$ cat config.mk
export PLATFORM = sky130hd
export DESIGN_NAME = dbuffer_arbiter_flat
export DESIGN_NICKNAME = d
export VERILOG_FILES = /design/src/rtl/dbuffer_arbiter_pkg.sv /design/src/rtl/dbuffer_arbiter_if.sv /design/src/rtl/dbuffer_byte_merge.sv /design/src/rtl/dbuffer_arbiter.sv /design/src/flat_wrapper.sv
export SDC_FILE = /design/constraint.sdc
export NUM_CORES = 1
export LEC_CHECK = 0
export CAP_MARGIN = 10
export CORE_ASPECT_RATIO = 0.5
export CORE_UTILIZATION = 43
export CTS_CLUSTER_DIAMETER = 50
export CTS_CLUSTER_SIZE = 12
export DETAILED_ROUTE_END_ITERATION = 10
export MAX_ROUTING_LAYER = met4
export PLACE_DENSITY = 0.95
export SLEW_MARGIN = 20
export SYNTH_ARGS = -nofsm -noshare
export SYNTH_HDL_FRONTEND = slang
export SYNTH_HIERARCHICAL = 1
export SYNTH_SLANG_ARGS = --single-unit
$ cat constraint.sdc
create_clock -name clk -period 6.4 [get_ports clk]
set_clock_uncertainty 0.15 [all_clocks]
set_input_delay 1.28 -clock clk [delete_from_list [all_inputs] [get_ports clk]]
set_output_delay 1.28 -clock clk [all_outputs]
set_load 0.02 [all_outputs]
$ cat src/rtl/dbuffer_arbiter_pkg.sv
// Shared types and constants for the data-buffer arbiter.
// Holds SRAM geometry, FSM state encoding and byte-enable helpers.
package dbuffer_arbiter_pkg;

  localparam int DBUFFER_SRAM_ADDR_WIDTH = 10;
  localparam int DBUFFER_SRAM_DEPTH = 1 << DBUFFER_SRAM_ADDR_WIDTH;

  localparam logic [3:0] BE_FULL = 4'hF;
  localparam logic [3:0] BE_NONE = 4'h0;

  typedef enum logic {
    DBA_IDLE = 1'b0,
    DBA_RMW  = 1'b1
  } dba_state_e;

  function automatic logic be_partial(
    input logic [3:0] be
  );
    return (be != BE_FULL) && (be != BE_NONE);
  endfunction

endpackage

$ cat src/rtl/dbuffer_arbiter_if.sv
// Requester port bundle: request/grant handshake plus read return.
// master = requester side, slave = arbiter side.
interface dbuffer_arbiter_if #(
  parameter int ADDR_W = 10
) ();

  logic              req;
  logic              we;
  logic [3:0]        be;
  logic [ADDR_W-1:0] addr;
  logic [31:0]       wdata;
  logic              gnt;
  logic              rvalid;
  logic [31:0]       rdata;

  modport master (
    output req, we, be, addr, wdata,
    input  gnt, rvalid, rdata
  );

  modport slave (
    input  req, we, be, addr, wdata,
    output gnt, rvalid, rdata
  );

endinterface

$ cat src/rtl/dbuffer_byte_merge.sv
// Byte-lane merge for read-modify-write.
// Enabled lanes take new data, others keep the old word.
module dbuffer_byte_merge (
  input  logic [3:0]  be_i,
  input  logic [31:0] wdata_i,
  input  logic [31:0] old_i,
  output logic [31:0] merged_o
);

  always_comb begin
    merged_o = old_i;
    for (int i = 0; i < 4; i++) begin
      if (be_i[i]) merged_o[8*i +: 8] = wdata_i[8*i +: 8];
    end
  end

endmodule

$ cat src/rtl/dbuffer_arbiter.sv
// Two-port arbiter in front of the data-buffer SRAM.
// m0 priority, m1 anti-starvation, byte writes via read-modify-write.
module dbuffer_arbiter
  import dbuffer_arbiter_pkg::*;
#(
  parameter int ADDR_W       = DBUFFER_SRAM_ADDR_WIDTH,
  parameter int STARVE_LIMIT = 4
) (
  input  logic              clk,
  input  logic              rst_n,
  dbuffer_arbiter_if.slave  m0_if,
  dbuffer_arbiter_if.slave  m1_if,
  output logic              buffer_csn,
  output logic [ADDR_W-1:0] buffer_addr,
  output logic              buffer_write_en,
  output logic              buffer_read_en,
  output logic [31:0]       buffer_datain,
  input  logic [31:0]       buffer_dataout
);

  localparam logic [3:0] LIMIT = 4'(STARVE_LIMIT);

  dba_state_e        state_q, state_d;
  logic [3:0]        starve_q, starve_d;
  logic              rv0_q, rv0_d;
  logic              rv1_q, rv1_d;
  logic [ADDR_W-1:0] rmw_addr_q, rmw_addr_d;
  logic [3:0]        rmw_be_q, rmw_be_d;
  logic [31:0]       rmw_wdata_q, rmw_wdata_d;

  logic              win_m1;
  logic              win_we;
  logic [3:0]        win_be;
  logic [ADDR_W-1:0] win_addr;
  logic [31:0]       win_wdata;
  logic              sel0, sel1;
  logic              csn, wen, ren;
  logic [31:0]       merged;

  dbuffer_byte_merge u_merge (
    .be_i    (rmw_be_q),
    .wdata_i (rmw_wdata_q),
    .old_i   (buffer_dataout),
    .merged_o(merged)
  );

  assign win_m1 = m1_if.req &
    (!m0_if.req || starve_q == LIMIT);
  assign win_we    = win_m1 ? m1_if.we    : m0_if.we;
  assign win_be    = win_m1 ? m1_if.be    : m0_if.be;
  assign win_addr  = win_m1 ? m1_if.addr  : m0_if.addr;
  assign win_wdata = win_m1 ? m1_if.wdata : m0_if.wdata;

  always_comb begin
    state_d     = state_q;
    starve_d    = starve_q;
    rv0_d       = 1'b0;
    rv1_d       = 1'b0;
    rmw_addr_d  = rmw_addr_q;
    rmw_be_d    = rmw_be_q;
    rmw_wdata_d = rmw_wdata_q;
    sel0        = 1'b0;
    sel1        = 1'b0;
    csn         = 1'b1;
    wen         = 1'b0;
    ren         = 1'b0;
    buffer_addr   = win_addr;
    buffer_datain = win_wdata;
    unique case (state_q)
      DBA_IDLE: begin
        sel1 = win_m1;
        sel0 = m0_if.req & !win_m1;
        if (m1_if.req && !win_m1)
          starve_d = (starve_q == LIMIT) ?
            starve_q : starve_q + 4'd1;
        else
          starve_d = 4'd0;
        if (sel0 || sel1) begin
          unique case (1'b1)
            !win_we: begin
              csn   = 1'b0;
              ren   = 1'b1;
              rv0_d = sel0;
              rv1_d = sel1;
            end
            win_we && win_be == BE_FULL: begin
              csn = 1'b0;
              wen = 1'b1;
            end
            win_we && be_partial(win_be): begin
              // Fetch the old word now, merge next cycle
              csn         = 1'b0;
              ren         = 1'b1;
              rmw_addr_d  = win_addr;
              rmw_be_d    = win_be;
              rmw_wdata_d = win_wdata;
              state_d     = DBA_RMW;
            end
            default: ;
          endcase
        end
      end
      DBA_RMW: begin
        csn           = 1'b0;
        wen           = 1'b1;
        buffer_addr   = rmw_addr_q;
        buffer_datain = merged;
        state_d       = DBA_IDLE;
      end
    endcase
  end

  // Reset must silence the bus even though req is combinational
  assign m0_if.gnt       = sel0 & rst_n;
  assign m1_if.gnt       = sel1 & rst_n;
  assign buffer_csn      = csn | !rst_n;
  assign buffer_write_en = wen & rst_n;
  assign buffer_read_en  = ren & rst_n;

  assign m0_if.rvalid = rv0_q;
  assign m1_if.rvalid = rv1_q;
  assign m0_if.rdata  = buffer_dataout;
  assign m1_if.rdata  = buffer_dataout;

  always_ff @(posedge clk or negedge rst_n) begin
    if (!rst_n) begin
      state_q     <= DBA_IDLE;
      starve_q    <= 4'd0;
      rv0_q       <= 1'b0;
      rv1_q       <= 1'b0;
      rmw_addr_q  <= '0;
      rmw_be_q    <= 4'd0;
      rmw_wdata_q <= 32'd0;
    end else begin
      state_q     <= state_d;
      starve_q    <= starve_d;
      rv0_q       <= rv0_d;
      rv1_q       <= rv1_d;
      rmw_addr_q  <= rmw_addr_d;
      rmw_be_q    <= rmw_be_d;
      rmw_wdata_q <= rmw_wdata_d;
    end
  end

endmodule

$ cat src/flat_wrapper.sv
// flat-port wrapper written by rule: the top's interface ports become plain ports
module dbuffer_arbiter_flat import dbuffer_arbiter_pkg::*;
#(
  parameter int ADDR_W       = DBUFFER_SRAM_ADDR_WIDTH,
  parameter int STARVE_LIMIT = 4
)
  (clk, rst_n, buffer_csn, buffer_addr, buffer_write_en, buffer_read_en, buffer_datain, buffer_dataout, m0_if_req, m0_if_we, m0_if_be, m0_if_addr, m0_if_wdata, m0_if_gnt, m0_if_rvalid, m0_if_rdata, m1_if_req, m1_if_we, m1_if_be, m1_if_addr, m1_if_wdata, m1_if_gnt, m1_if_rvalid, m1_if_rdata);
  dbuffer_arbiter_if #(.ADDR_W(ADDR_W)) m0_if_i ();
  dbuffer_arbiter_if #(.ADDR_W(ADDR_W)) m1_if_i ();
  input  logic clk;
  input  logic rst_n;
  output logic buffer_csn;
  output logic [ADDR_W-1:0] buffer_addr;
  output logic buffer_write_en;
  output logic buffer_read_en;
  output logic [31:0] buffer_datain;
  input  logic [31:0] buffer_dataout;
  input wire logic [$bits(m0_if_i.req)-1:0] m0_if_req;
  input wire logic [$bits(m0_if_i.we)-1:0] m0_if_we;
  input wire logic [$bits(m0_if_i.be)-1:0] m0_if_be;
  input wire logic [$bits(m0_if_i.addr)-1:0] m0_if_addr;
  input wire logic [$bits(m0_if_i.wdata)-1:0] m0_if_wdata;
  output wire logic [$bits(m0_if_i.gnt)-1:0] m0_if_gnt;
  output wire logic [$bits(m0_if_i.rvalid)-1:0] m0_if_rvalid;
  output wire logic [$bits(m0_if_i.rdata)-1:0] m0_if_rdata;
  input wire logic [$bits(m1_if_i.req)-1:0] m1_if_req;
  input wire logic [$bits(m1_if_i.we)-1:0] m1_if_we;
  input wire logic [$bits(m1_if_i.be)-1:0] m1_if_be;
  input wire logic [$bits(m1_if_i.addr)-1:0] m1_if_addr;
  input wire logic [$bits(m1_if_i.wdata)-1:0] m1_if_wdata;
  output wire logic [$bits(m1_if_i.gnt)-1:0] m1_if_gnt;
  output wire logic [$bits(m1_if_i.rvalid)-1:0] m1_if_rvalid;
  output wire logic [$bits(m1_if_i.rdata)-1:0] m1_if_rdata;
  assign m0_if_i.req = m0_if_req;
  assign m0_if_i.we = m0_if_we;
  assign m0_if_i.be = m0_if_be;
  assign m0_if_i.addr = m0_if_addr;
  assign m0_if_i.wdata = m0_if_wdata;
  assign m0_if_gnt = m0_if_i.gnt;
  assign m0_if_rvalid = m0_if_i.rvalid;
  assign m0_if_rdata = m0_if_i.rdata;
  assign m1_if_i.req = m1_if_req;
  assign m1_if_i.we = m1_if_we;
  assign m1_if_i.be = m1_if_be;
  assign m1_if_i.addr = m1_if_addr;
  assign m1_if_i.wdata = m1_if_wdata;
  assign m1_if_gnt = m1_if_i.gnt;
  assign m1_if_rvalid = m1_if_i.rvalid;
  assign m1_if_rdata = m1_if_i.rdata;
  dbuffer_arbiter #(.ADDR_W(ADDR_W), .STARVE_LIMIT(STARVE_LIMIT)) u_core (.clk(clk), .rst_n(rst_n), .m0_if(m0_if_i), .m1_if(m1_if_i), .buffer_csn(buffer_csn), .buffer_addr(buffer_addr), .buffer_write_en(buffer_write_en), .buffer_read_en(buffer_read_en), .buffer_datain(buffer_datain), .buffer_dataout(buffer_dataout));
endmodule
======== Yosys cells after proc, flatten, opt, wreduce, memory -nomap -nowiden ========
Cells that the tools add are included.
operators by class
  $add $sub $neg .......................... 1
  equality and inequality tests ........... 4
  mux-type cells .......................... 32
  bitwise operators ....................... 8
  reduce and logical (&&, ||, !) cells .... 15
operators with widths
  kind                                           count
  2-to-1 mux 32 bit                              2
  2-to-1 mux 8 bit                               4
  2-to-1 mux 10 bit                              2
  2-to-1 mux 1 bit                               18
  2-to-1 mux 4 bit                               3
  bitwise AND 1 bit                              6
  case mux 1 bit (2 select lines)                3
  adder 4 x 1 -> 4 bit, second input constant    1
  == test 4 x 3 -> 1 bit, second input constant  1
  == test 4 bit, second input constant           1
  logical AND 1 bit                              4
  logical NOT 1 bit                              4
  != test 4 bit, second input constant           1
  nonzero test 4 bit                             1
  AND reduction 3 bit                            1
  OR reduction 3 bit                             1
  logical OR 1 bit                               2
  != test 2 bit, second input constant           1
  AND reduction 2 bit                            1
  OR reduction 2 bit                             1
  NOT 1 bit                                      1
  OR 1 bit                                       1
storage, ports and cells
  register bits after elaboration ......... 53
  input bits .............................. 130
  output and inout port bits .............. 113
  logic and storage cells ................. 67

======== Depth between registers and ports, before layout ========
Gate-level depths: netlist of run 1.
  depth after elaboration ................. 12
  depth in mapped cells ................... 9

======== Cells and area by module ========
Netlist of run 1, hierarchy kept.
modules (own cells, without submodules)
  module              instances  cells each  area each (um2)  sequential area each (um2)
  dbuffer_arbiter     1          415         3,851.2          1,326.3
  dbuffer_byte_merge  1          36          525.5            0.0

======== Least setup slack after synthesis of run 1 ========
OpenSTA, ideal clock, no wires.
  path kind ............................... input to output
  start ................................... in m1_if_req
  end ..................................... out buffer_read_en
  arrival ................................. 2,527 ps
  data required time ...................... 4,970 ps
  slack ................................... 2,443 ps
  cell stages on the path ................. 5
  path through ............................ a21bo_2 > clkbuf_1 > clkbuf_1 > a32o_1 > nor3_1
on the way
  longest elaborated chain between the ends .. 10
  elaborated cells on any way between the ends .. 16
ends and longest elaborated chain
  what                                                        line                       source
  start, declared                                             flat_wrapper.sv:26         input wire logic [$bits(m1_if_i.req)-1:0] m1_if_req;
  bitwise AND 1 bit (*)                                       dbuffer_arbiter.sv:47      assign win_m1 = m1_if.req &
  2-to-1 mux 4 bit                                            dbuffer_arbiter.sv:50      assign win_be = win_m1 ? m1_if.be : m0_if.be;
  != test 4 bit / nonzero test 4 bit (equally long branches)  dbuffer_arbiter_pkg.sv:19  return (be != BE_FULL) && (be != BE_NONE);
  logical AND 1 bit                                           dbuffer_arbiter_pkg.sv:19
  logical AND 1 bit                                           dbuffer_arbiter.sv:90      win_we && be_partial(win_be): begin
  OR reduction 2 bit (no line)                                n/a
  2-to-1 mux 1 bit                                            dbuffer_arbiter.sv:79      unique case (1'b1)
  2-to-1 mux 1 bit (*)                                        dbuffer_arbiter.sv:78      if (sel0 || sel1) begin
  2-to-1 mux 1 bit (*)                                        dbuffer_arbiter.sv:69      unique case (state_q)
  bitwise AND 1 bit (*)                                       dbuffer_arbiter.sv:118     assign buffer_read_en = ren & rst_n;
  end, declared                                               flat_wrapper.sv:15         output logic buffer_read_en;
Every way passes the cells marked *; elsewhere a longest branch is shown, timed or not.

======== Worst setup path in the final report of run 1 ========
  start ................................... in m0_if_req
  end ..................................... out buffer_write_en
on the way
  longest elaborated chain between the ends .. 10
  elaborated cells on any way between the ends .. 14
ends and longest elaborated chain
  what                                 line                    source
  start, declared                      flat_wrapper.sv:18      input wire logic [$bits(m0_if_i.req)-1:0] m0_if_req;
  logical NOT 1 bit                    dbuffer_arbiter.sv:48   (!m0_if.req || starve_q == LIMIT);
  logical OR 1 bit                     dbuffer_arbiter.sv:48
  bitwise AND 1 bit                    dbuffer_arbiter.sv:47
  2-to-1 mux 4 bit                     dbuffer_arbiter.sv:50
  == test 4 bit                        dbuffer_arbiter.sv:86   win_we && win_be == BE_FULL: begin
  logical AND 1 bit                    dbuffer_arbiter.sv:86
  2-to-1 mux 1 bit                     dbuffer_arbiter.sv:79
  2-to-1 mux 1 bit (*)                 dbuffer_arbiter.sv:78
  case mux 1 bit (2 select lines) (*)  dbuffer_arbiter.sv:69
  bitwise AND 1 bit (*)                dbuffer_arbiter.sv:117  assign buffer_write_en = wen & rst_n;
  end, declared                        flat_wrapper.sv:14      output logic buffer_write_en;
Marked as above.

==> results.md, run 1 <==
Detailed routing:
- The final routed wirelength across all metal layers is 12.6 mm.
- The post-route DRC violation count is 0.
- The number of search-and-repair iterations in the first detailed-routing pass is 4.
- The antenna violation net count after detailed routing is 0.
- The vias after detailed routing is 3,643.
- The detailed router finished its first iteration with 194 violations.
- In the final routed layout, each cell accounts on average for 16.8 um.
- Dividing the detail-routed via count by the number of cells gives 4.85.

GRT:
- The total global-route track usage is 24.2%.
- The number of global-route vias before repair is 3,801.
- Global routing finished with a remaining overflow of 0.
- The first global-routing pass estimated 19.1 mm of wire.
- Entering global routing, the biggest net connects 56 pins.
- The number of antenna violations at the first check in global routing is 0.

Layout:
- The final-layout fill cell count is 725.
- After the last flow step, the layout net total stands at 747.
- Leaving out fill and tap cells, the most frequent cells in the layout are sky130_fd_sc_hd__clkdlybuf4s50_1, sky130_fd_sc_hd__nand2_1, sky130_fd_sc_hd__mux2_4.
- The area taken by flip-flops and latches is 0.00133 mm^2.
- The repair_antennas step left the layout with diodes totalling 0.
- From synthesis to final layout, the design area changed by 48.9%.
- The fraction of final layout cells with drive strength greater than 1 is 22.7%.
- The final standard cell area without fillers is 0.00652 mm^2.
- The library cell used most frequently in the layout, excluding fill and tap cells, is sky130_fd_sc_hd__clkdlybuf4s50_1.
- The multi-input combinational cells in the finished layout cover a total of 0.00241 mm^2.

Clock network:
- At the later pin of the worst-skew pair, clock insertion delay measures 0.29 ns.
- CTS placed an instance of sky130_fd_sc_hd__clkbuf_16 at the clock tree root.
- The number of hold-repair buffers added at the cts stage is 0.
- TritonCTS created 5 clock buffers.
- The count of cells resized by post-cts repair is 0.
- The H-tree was split into 2 levels.
- The number of buffers added for setup after CTS is 0.
- The number of buffers on the longest clock path is 2.
- The CTS tree is done.
- After clock tree synthesis, the clock-pin slew on the worst setup and hold paths is 0.07 ns.
- The clock sink count is 53.

Run:
- The number of maximum-capacitance constraint violations is 0.

Logic synthesis:
- Synthesis inferred 53 register bits.
- The number of unique standard cell types used by synthesis is 31.
- The cell area that synthesis handed to floorplanning was 0.00438 mm^2.
- The per-instance average area after synthesis is 9.70 um^2.
- Synthesis handed over a netlist of 451 instances.
- The portion of the post-synthesis area used by sequential elements is 30.3%.
- The number of enable flip-flop cells after synthesis is 0.
- In the synthesized netlist the dominant register cell turns out to be sky130_fd_sc_hd__dfrtp_1.
- During synthesis, Yosys emitted a total of 6 warnings.
- The net count after synthesis is 583.
- In the synthesized netlist the async set-or-reset flop fraction comes to 100%.

Run status:
- The run finished with clean final reports.

STA:
- After routing, the total negative slack on setup checks comes to 0 ns.
- Setup repair after global routing left no endpoint under its margin.
- The highest clock rate is 188 MHz.
- The max-slew headroom at the worst pin is 47.7%.
- Setup violations remaining at the end of the flow were counted as 0.
- The max-slew violation count is 0.
- Across all hold checks on the routed design, the worst slack comes to 0.351 ns.
- The worst path uses 83.2% of the clock period.
- For the pin with the worst max-slew slack, the measured transition is 0.783 ns.
- After layout, the minimum clock period comes to 5.33 ns.
- The number of hold violations in the final report is 0.
- After layout, the worst setup slack is 1.07 ns.

Placed design:
- The instance area at placement is 0.00637 mm^2.
- During placement, the flow inserted port buffers numbering 242.
- At the placement stage, the worst setup path has a slack of 1.04 ns.
- Routability-driven placement finished with a final weighted congestion of 0.869.
- The half-perimeter wire length after detailed placement is 9.50 mm.

Power and ir drop:
- For this design the ratio of total power to cell area is 232 mW/mm^2.
- For this design the static power due to leakage is 2.96 nW.
- The largest vdd supply drop is 0.111 mV.
- The total design power is 1.51 mW.

Floorplanning:
- The die height is 73.3 um.
- During I/O placement, the number of pins put on the boundary was 243.
- The core region is 0.00967 mm^2.
- After floorplanning, the core was divided into 25 placement rows.
- The x dimension of the die is 145 um.
- The effective utilization at floorplan is 45.3%.
- The floorplan step defined a die boundary enclosing 0.0106 mm^2.

Worst setup path:
- Tracing the worst setup path back leads to its startpoint at m0_if_req.
- The cell occurring most often along the worst timing path is sky130_fd_sc_hd__clkdlybuf4s50_1.
- In this design, the stage delay of the slowest critical-path cell is 0.69 ns.
- The worst setup path is captured at an output port.
- STA puts the critical path data required time at 4.97 ns.
- The setup path with the least slack is of type input port to output port.
- The largest fanout of any net on the critical path is 26.
- The source of the worst register-to-register timing path is u_core/starve_q[0]$_DFFE_PN0P_.
- Data arrives at the worst endpoint at 3.90 ns.
- The largest individual stage delay along the critical path comes from the cell sky130_fd_sc_hd__a21boi_4.
- The type of element launching the critical path is an input port.
- Walking the worst path, the cells encountered are clkdlybuf4s50_1 -> a21boi_4 -> buf_4 -> nand3_1 -> a21oi_1 -> o21a_1 -> clkdlybuf4s50_1.

Worst hold path:
- The path class of the lowest-slack min-delay path is flip-flop to flip-flop.
- The hold path startpoint is u_core/starve_q[3]$_DFFE_PN0P_.
logic make-up after synthesis:
family	count (synthesis)	share of synthesized area [%]
and+or+nand+nor	169	15.9
muxes	120	36.1
buffers and inverters	93	14.9
DFF	53	30.3
AOI/OAI and AO/OA	14	2.26
adders and majority gates	2	0.572
worst max-delay path: cells and delay by family:
| family | cells | cell delay, ns |
|---|---|---|
| buffers and inverters | 3 | 1.55 |
| AND/OR/NAND/NOR | 1 | 0.11 |
| AO/OA/AOI/OAI | 3 | 0.94 |
layout make-up:
class	count	area share (%)
repair buffers	247	37.7
inverters	3	0.173
well taps	135	2.59
flip-flops and latches	53	20.4
clock inverters	2	0.154
clock buffers	6	1.98
multi-input cells	305	37.1
synth_stat cells, types with 2 or more instances:
cell / instances / area [um^2]
sky130_fd_sc_hd__nor4_1: 2 / 12.5
sky130_fd_sc_hd__inv_1: 3 / 11.3
sky130_fd_sc_hd__ha_1: 2 / 25.0
sky130_fd_sc_hd__nand3_1: 3 / 15.0
sky130_fd_sc_hd__buf_6: 7 / 78.8
sky130_fd_sc_hd__buf_4: 65 / 488
sky130_fd_sc_hd__dfrtp_1: 53 / 1330
sky130_fd_sc_hd__nand2_1: 142 / 533
sky130_fd_sc_hd__nor3_1: 3 / 15.0
sky130_fd_sc_hd__nand4_1: 3 / 18.8
sky130_fd_sc_hd__mux2_2: 59 / 664
sky130_fd_sc_hd__nand2b_1: 3 / 18.8
sky130_fd_sc_hd__mux2_4: 61 / 916
sky130_fd_sc_hd__clkbuf_1: 14 / 52.6
sky130_fd_sc_hd__nor2_1: 7 / 26.3
sky130_fd_sc_hd__o21ai_0: 6 / 30.0
sky130_fd_sc_hd__buf_2: 4 / 20.0
through the flow:
stage	util, %	std cells
floorplan	-	451
global placement	65.9	743
detailed placement	65.9	743
CTS	67.4	751
global route	67.4	751
finish	67.4	751
per-layer routing:
metal	GRT usage, %	wire [um]	up-vias
met1	27.7	5210	1765
met2	45.4	6790	97
li1	-	-	1771
met5	-	0	-
met4	5.61	129	0
met3	3.26	457	10
power by group:
group          internal [mW]  switching [mW]
logic                  0.461           0.277
registers              0.424          0.0849
clock network          0.144           0.122
path summary, 6_finish.rpt:
| kind | endpoint | slack [ns] | cells after the start |
|---|---|---|---|
| worst max-delay path | buffer_write_en | 1.07 | 7 |
| worst min register to register | u_core/starve_q[3]$_DFFE_PN0P_ | 0.35 | 1 |
| worst max register to register | u_core/rmw_wdata_q[3]$_DFFE_PN0P_ | 2.66 | 9 |
| max in group asynchronous | u_core/state_q$_DFF_PN0_ | 4.59 | 2 |
| min in group asynchronous | u_core/m1_if.rvalid$_DFF_PN0_ | 1.01 | 2 |
| worst min-delay path | u_core/starve_q[3]$_DFFE_PN0P_ | 0.35 | 1 |
state kept, by name, summed over array words and instances (netlist names):
signal	cells
u_core/m1_if.rvalid	1
u_core/rmw_wdata_q	32
u_core/rmw_addr_q	10
u_core/starve_q	4
u_core/state_q	1
u_core/rmw_be_q	4
u_core/m0_if.rvalid	1
Note: power is estimated with default switching activity, not from simulation.
==> inputs of run 2 (changes only) <==
--- a/config.mk
+++ b/config.mk
@@ -7,12 +7,12 @@
 export LEC_CHECK = 0
 export CAP_MARGIN = 10
 export CORE_ASPECT_RATIO = 0.5
-export CORE_UTILIZATION = 43
+export CORE_UTILIZATION = 40
 export CTS_CLUSTER_DIAMETER = 50
 export CTS_CLUSTER_SIZE = 12
 export DETAILED_ROUTE_END_ITERATION = 10
 export MAX_ROUTING_LAYER = met4
-export PLACE_DENSITY = 0.95
+export PLACE_DENSITY = 0.94
 export SLEW_MARGIN = 20
 export SYNTH_ARGS = -nofsm -noshare
 export SYNTH_HDL_FRONTEND = slang
==> constraint.sdc (replaced) <==
create_clock -name clk -period 5.15 [get_ports clk]
set_clock_uncertainty 0.15 [all_clocks]
set_input_delay 1.03 -clock clk [delete_from_list [all_inputs] [get_ports clk]]
set_output_delay 1.03 -clock clk [all_outputs]
set_load 0.02 [all_outputs]
==> run 2 against run 1 <==
  * Sequential share of layout area decreased by 0.11 points
  * Sequential power rose by 28%
  * Routed wire length up 2.8%
  * Cell count up 0.67%
  * First-iteration DRC count shrank 2.1%
  * Register-to-register slack lost 0.31 ns
  * Global-route usage shrank 0.92 points
  * Core utilization fell by 4.4 points
  * Die area grew 7.3%
  * Critical path depth unchanged
  * Critical endpoint is now buffer_addr[8]
  * Largest cell class unchanged
  * Largest power group unchanged
==> results.md, run 2 (same netlist as run 1, synthesis figures left out) <==
Layout:
- The area growth from synthesis to layout is 49.9%.
- The post-route netlist has 22.9% of its cells at a drive strength greater than 1.
- Once layout is done, the placed cells without fillers occupy 0.00656 mm^2.
- The final instance count without filler cells is 756.
- 0 antenna diodes ended up in the layout.
- The net total in the final layout is 747.
- The leading cell type in the layout, fill and taps excluded is sky130_fd_sc_hd__clkdlybuf4s50_1.
- In the final layout, the registers with the most flip-flops are u_core/rmw_wdata_q: 32 flops, u_core/rmw_addr_q: 10 flops.
- The top cell types in the final layout, fill and taps aside, are sky130_fd_sc_hd__clkdlybuf4s50_1, sky130_fd_sc_hd__nand2_1, sky130_fd_sc_hd__mux2_4.
- The register with the most flip-flops in the layout has 32 of them.
- u_core/rmw_wdata_q holds more flip-flops than any other register.

Power and ir drop:
- Net switching is 31.9% of the power.
- The total net switching power is 0.613 mW.
- Internal power comes to 1.31 mW.
- The static leakage is 2.98 nW.
- The combinational cell fraction of total power is 47.1%.
- VDD sags by at most 0.228 mV.
- In this run the power density over the cells is 293 mW/mm^2.
- In this run, the clock network consumes 19.1% of the power.
- The sequential fraction of design power is 33.8%.

Clock network:
- The clock sink count is 53.
- The root buffer selected by CTS is sky130_fd_sc_hd__clkbuf_16.
- CTS built an H-tree with a depth of 2.
- Hold repair after CTS inserted 0 buffers.
- Once the clock tree was built, the resizer swapped 0 gates to a different size.
- The clock slew seen by the registers of the worst setup and hold paths is 0.08 ns.
- TritonCTS created 5 clock buffers.
- TritonCTS built the clock tree.
- The insertion delay to the later sink of the worst-skew pair is 0.29 ns.
- The number of buffers added for setup after CTS is 0.
- The number of buffers on the longest clock path is 2.

GRT:
- The number of antenna violations at the first check in global routing was 0.
- Global routing used 26.8% of the available met1 tracks.
- The layer carrying the most global-route usage is met2.
- The first global-routing pass estimated 20.4 mm of wire.
- The number of global-route vias before repair is 3,885.
- The met3 layer usage reported by global route is 3.43%.
- The maximum number of pins on one net before global-route repair is 55.
- The routing usage on met2 is 42.8%.
- The total global-route track usage is 23.3%.
- The total overflow reported by the global router is 0.

Detailed routing:
- After detailed routing, the average wire length per cell comes to 17.1 um.
- The number of search-and-repair iterations in the first detailed-routing pass is 4.
- For this run, design rule violations remaining after detail routing come to 0.
- The vias per cell is 4.86.
- The antenna violation net count after detailed routing is 0.
- Detailed routing inserted a total of 3,674 vias.
- After the first detailed-routing iteration, the DRC count stood at 190.
- After detailed routing, the total wire length is 12.9 mm.

STA:
- Headroom to the max-slew limit came out at 51.7%.
- Setup repair after global routing left no endpoint under its margin.
- The transition time at the pin with the least slew margin is 0.724 ns.
- The max-slew violation count is 0.
- The final cycle utilization of the critical path is 88.4%.
- The setup TNS after final layout is 0 ns.
- The highest clock rate is 220 MHz.
- The number of hold violations in the final report is 0.
- After layout, the minimum clock period comes to 4.55 ns.
- Setup violations remaining at the end of the flow were counted as 0.

Floorplanning:
- The die covers 0.0114 mm^2.
- The effective utilization at floorplan is 42.0%.
- The total number of placement rows is 26.
- The die height is 76.0 um.
- In this run the count of I/O pins placed on the die edge is 243.
- Measured along the x axis, the die boundary spans 150 um.
- The core region is 0.0104 mm^2.

Placed design:
- The port buffer count is 242.
- The weighted congestion at the end of routability-driven global placement is 0.889.
- The placed instances occupy a cell area of 0.00640 mm^2.
- The half-perimeter wire length after detailed placement is 9.83 mm.
- Counting tap cells, the placed design contains a total of 748 instances.

Worst setup path:
- The worst-path cell with the longest stage delay is sky130_fd_sc_hd__clkdlybuf4s50_1.
- The type of destination of the critical path is an output port.
- The delay of the slowest critical-path stage is 0.60 ns.
- The endpoint identified for the worst register-to-register timing path is u_core/rmw_wdata_q[6]$_DFFE_PN0P_.
- For the worst flop-to-flop path, the logic depth is 8.
- Walking the worst path, the cells encountered are clkdlybuf4s50_1 -> a21bo_2 -> buf_12 -> nand2_1 -> nand2_1 -> mux2_2 -> clkdlybuf4s50_1.
- The critical path is of the input port to output port type.
- STA classifies the critical path startpoint as an input port.
- The critical path contains buffers and inverters numbering 3 combined.
- The dominant delay contributor by cell family on the critical path is buffers and inverters.
- For flop-to-flop paths, the worst setup slack is 2.35 ns.
- In this run the critical register-to-register path is launched from u_core/starve_q[0]$_DFFE_PN0P_.
- The required time at the worst-slack endpoint is 3.97 ns.
- Data on the critical path arrives at its endpoint at 3.37 ns.
- Of all nets on the critical path, the largest fanout is 29.

Run status:
- The flow ran to the end, and the final reports show no timing, DRC or antenna violations.

Run:
- Across the run, the number of max-cap violations was 0.

Worst hold path:
- The hold path startpoint is u_core/starve_q[3]$_DFFE_PN0P_.
- In this run the worst hold path is classified as flip-flop to flip-flop.
- The depth of the worst hold-timing path is 1.
- The endpoint with the worst hold slack is u_core/starve_q[3]$_DFFE_PN0P_.
run 2: cell types whose count changed in the layout (fill, tap and decap cells not counted), sizes merged:
| cell | previous run | this run |
|---|---|---|
| clkbuf | 6 | 7 |
| clkinv | 2 | 1 |
run 2: power groups by stage:
stage | logic [mW] | clock network (mW) | registers, mW
6_report | 0.904 | 0.367 | 0.650
4_1_cts | 0.910 | 0.378 | 0.648
5_1_grt | 0.954 | 0.395 | 0.667
3_5_place_dp | 0.905 | 0 | 0.656
3_3_place_gp | 0.886 | 0 | 0.645
2_1_floorplan | 0.657 | 0 | 0.577
run 2: worst register-to-register path, stage by stage (launching register included):
cell	delay [ns]
sky130_fd_sc_hd__dfrtp_1	0.43
sky130_fd_sc_hd__inv_1	0.07
sky130_fd_sc_hd__ha_1	0.20
sky130_fd_sc_hd__nand3b_4	0.12
sky130_fd_sc_hd__a21boi_4	0.23
sky130_fd_sc_hd__buf_4	0.31
sky130_fd_sc_hd__o31a_2	0.43
sky130_fd_sc_hd__buf_12	0.31
sky130_fd_sc_hd__mux2_2	0.42
run 2: how the worst max path moves through the flow:
| stage | start | endpoint | cells past startpoint |
|---|---|---|---|
| 6_report | m0_if_req | buffer_addr[8] | 7 |
| 3_3_place_gp | m0_if_req | buffer_addr[8] | 7 |
| 4_1_cts | m0_if_req | buffer_addr[8] | 7 |
| 2_1_floorplan | m1_if_req | buffer_read_en | 5 |
| 5_1_grt | m0_if_req | buffer_datain[21] | 7 |
| 3_5_place_dp | m0_if_req | buffer_addr[8] | 7 |
run 2: layout make-up:
type                       instances  area (um^2)
fill                             859         3850
multi-input combinational        305         2410
sequential                        53         1330
timing repair buffer             247         2480
tap                              140          175
clock inverter                     1         5.00
clock buffer                       7          153
inverter                           3         11.3
run 2: metal layers:
layer | vias up | part of all wire [%] | routed length [um]
met4 | 0 | 1.5 | 195
met3 | 16 | 3.3 | 423
met2 | 75 | 54 | 6920
li1 | 1770 | - | -
met1 | 1813 | 42 | 5400
met5 | - | 0 | 0
run 2: stage by stage:
| stage | setup slack [ns] | total power [mW] | hold slack (ns) | utilization [%] |
|---|---|---|---|---|
| 4_1_cts | 0.597 | 1.94 | 0.341 | 63.0 |
| 3_5_place_dp | 0.597 | 1.56 | 0.325 | 61.5 |
| 6_report | 0.598 | 1.92 | 0.339 | 63.0 |
| 2_1_floorplan | 1.69 | 1.23 | 0.296 | - |
| 3_3_place_gp | 0.653 | 1.53 | 0.323 | 61.5 |
| 5_1_grt | 0.484 | 2.02 | 0.360 | 63.0 |
==> inputs of run 3 (changes only) <==
--- a/config.mk
+++ b/config.mk
@@ -8,11 +8,11 @@
 export CAP_MARGIN = 10
 export CORE_ASPECT_RATIO = 0.5
 export CORE_UTILIZATION = 40
-export CTS_CLUSTER_DIAMETER = 50
+export CTS_CLUSTER_DIAMETER = 150
 export CTS_CLUSTER_SIZE = 12
 export DETAILED_ROUTE_END_ITERATION = 10
 export MAX_ROUTING_LAYER = met4
-export PLACE_DENSITY = 0.94
+export PLACE_DENSITY_LB_ADDON = 0.25
 export SLEW_MARGIN = 20
 export SYNTH_ARGS = -nofsm -noshare
 export SYNTH_HDL_FRONTEND = slang
==> run 3 against run 2 <==
  * Sequential cell count unchanged
  * Core utilization increased by 0.14 points
  * Cell count increased by 0.26%
  * Fmax increased by 0.22%
  * Critical path depth unchanged
  * Sequential power decreased by 2%
  * First-iteration DRC count decreased by 52%
  * Clock power decreased by 8.4%
  * Critical path type unchanged
  * Critical endpoint is now buffer_datain[7]
  * Largest power group unchanged
==> results.md, run 3 (same netlist as run 1, synthesis figures left out) <==
Worst setup path:
- The required time at the worst-slack endpoint is 3.97 ns.
- The critical path is of the input port to output port type.
- Data arrives at the worst endpoint at 3.36 ns.
- The largest single stage delay on the critical path is 0.60 ns.
- The worst-path cell with the longest stage delay is sky130_fd_sc_hd__clkdlybuf4s50_1.
- The largest fanout of any net on the critical path is 22.
- The signal on the critical path passes through clkdlybuf4s50_1 -> a21bo_2 -> buf_4 -> nand2_1 -> nand2_1 -> mux2_2 -> clkdlybuf4s50_1.
- The number of buffer and inverter stages on the critical path is 3.
- Among cell families on the critical path, the largest total delay comes from buffers and inverters.
- STA classifies the critical path startpoint as an input port.
- The type of destination of the critical path is an output port.

Detailed routing:
- The detailed router placed 3,663 vias in this run.
- The final routed wirelength across all metal layers is 11.6 mm.
- Before antenna repair, the detailed router went through 4 iterations.
- The first routing iteration left 91 violations.
- The routed wire length per instance is 15.2 um.
- The vias per cell is 4.83.
- The post-route DRC violation count is 0.
- In this run the remaining antenna-violating nets after routing total 0.

Layout:
- The area overhead of the layout relative to synthesis is 50.3%.
- Leaving out fill and tap cells, the most frequent cells in the layout are sky130_fd_sc_hd__clkdlybuf4s50_1, sky130_fd_sc_hd__nand2_1, sky130_fd_sc_hd__mux2_4.
- The register with the most flip-flops in the layout has 32 of them.
- The largest registers in the layout are u_core/rmw_wdata_q: 32 flops, u_core/rmw_addr_q: 10 flops.
- In the final layout, the share of cells above drive strength 1 is 23.1%.
- Leaving out fill and tap cells, the most frequent cell in the layout is sky130_fd_sc_hd__clkdlybuf4s50_1.
- u_core/rmw_wdata_q holds more flip-flops than any other register.
- The number of inserted diodes is 0.
- The net total in the final layout is 749.

Placed design:
- Detailed placement finished with a half-perimeter wire length of 8.76 mm.
- The pre-CTS setup slack is 0.624 ns.
- The congestion estimate from routability-driven global placement came to 0.781.
- The port buffer count is 242.

Power and ir drop:
- The worst-case IR drop observed on VDD is 0.139 mV.
- The static leakage is 2.99 nW.
- The power per cell area is 286 mW/mm^2.

Clock network:
- The count of cells resized by post-cts repair is 0.
- Clock-pin slew was measured on the worst setup and hold paths at 0.07 ns.
- Clock tree synthesis inserted a total of 5 buffers.
- Clock tree synthesis found a total of 53 sinks.
- TritonCTS built the clock tree.
- Hold repair after CTS inserted 0 buffers.
- The insertion delay to the later sink of the worst-skew pair is 0.29 ns.
- The number of buffers added for setup after CTS is 0.
- The number of buffers on the longest clock path is 2.
- The root buffer selected by CTS is sky130_fd_sc_hd__clkbuf_16.
- The number of H-tree levels is 2.

STA:
- The smallest clock period supported by the final layout is computed as 4.54 ns.
- The final cycle utilization of the critical path is 88.2%.
- The max-slew headroom at the worst pin is 56.7%.
- Setup repair after global routing left no endpoint under its margin.
- After layout, the worst setup slack is 0.608 ns.
- The highest clock rate is 220 MHz.
- At the pin with the least slew margin, the transition time is 0.650 ns.
- The final setup violation count is 0.
- The number of hold violations in the final report came to 0.
- Summed over all failing endpoints, the final setup total negative slack is 0 ns.
- The max-slew violation count came to 0.

Worst hold path:
- The min-delay analysis places its worst path in the category flip-flop to flip-flop.

Run status:
- The run finished with clean final reports.

GRT:
- The total overflow reported by the global router is 0.
- The total global-route track usage is 21.0%.
- The number of global-route vias before repair is 3,725.
- The number of antenna violations at the first check in global routing was 0.
- The first global-routing pass estimated 18.3 mm of wire.
- The maximum number of pins on one net before global-route repair is 44.

Floorplanning:
- In this run the horizontal extent of the chip is 150 um.
- Once the floorplan was initialized, standard cells occupied 42.0% of the core.
- The total die area is 0.0114 mm^2.
- The I/O pin count is 243.
- The total number of placement rows is 26.
- The area inside the core boundary is 0.0104 mm^2.
- The die height is 76.0 um.

Run:
- Across the run, the number of max-cap violations was 0.
-- run 3: path summary, 6_finish.rpt --
kind	slack, ns	startpoint	endpoint	cells past startpoint
min in group asynchronous	0.61	rst_n	u_core/m0_if.rvalid$_DFF_PN0_	1
max	0.61	m0_if_req	buffer_datain[7]	7
max reg2reg	2.24	u_core/starve_q[0]$_DFFE_PN0P_	u_core/rmw_addr_q[1]$_DFFE_PN0P_	8
max in group asynchronous	3.40	rst_n	u_core/state_q$_DFF_PN0_	2
min reg2reg	0.35	u_core/starve_q[3]$_DFFE_PN0P_	u_core/starve_q[3]$_DFFE_PN0P_	1
min	0.35	u_core/starve_q[3]$_DFFE_PN0P_	u_core/starve_q[3]$_DFFE_PN0P_	1
-- run 3: report_power, final --
group | internal (mW) | switching, mW | total [mW]
Sequential | 0.526 | 0.112 | 0.638
Combinational | 0.578 | 0.328 | 0.906
Clock | 0.181 | 0.155 | 0.336
Total | 1.28 | 0.595 | 1.88
-- run 3: metrics by stage --
step	std cells	hold WS, ns	util [%]	power, mW	area [um^2]
floorplan	451	0.296	-	1.23	4380
global placement	750	0.323	61.8	1.54	6430
detailed placement	750	0.342	61.8	1.55	6430
CTS	758	0.358	63.2	1.90	6580
global route	758	0.363	63.2	1.99	6580
finish	758	0.352	63.2	1.88	6580
-- run 3: layout make-up --
cell class | instances | area (um^2)
Fill cell | 866 | 3830
Tap cell | 140 | 175
Timing Repair Buffer | 249 | 2510
Inverter | 3 | 11.3
Sequential cell | 53 | 1330
Multi-Input combinational cell | 305 | 2410
Clock buffer | 5 | 125
Clock inverter | 3 | 22.5
-- run 3: metal layers --
layer	wire [um]	vias to the layer above	track usage, %	part of all wire (%)
met3	616	10	3.67	5.3
met1	4910	1755	24.5	42
met4	127	0	4.24	1.1
li1	-	1781	-	-
met5	0	-	-	0
met2	5910	117	37.9	51
-- run 3: worst register-to-register path, stage by stage (launching register included) --
cell and delay (ns):
sky130_fd_sc_hd__dfrtp_1 0.43, sky130_fd_sc_hd__inv_1 0.08, sky130_fd_sc_hd__ha_1 0.19, sky130_fd_sc_hd__nand3b_4 0.12, sky130_fd_sc_hd__a21boi_4 0.35, sky130_fd_sc_hd__buf_12 0.28
sky130_fd_sc_hd__o31a_2 0.51, sky130_fd_sc_hd__buf_4 0.32, sky130_fd_sc_hd__mux2_2 0.37
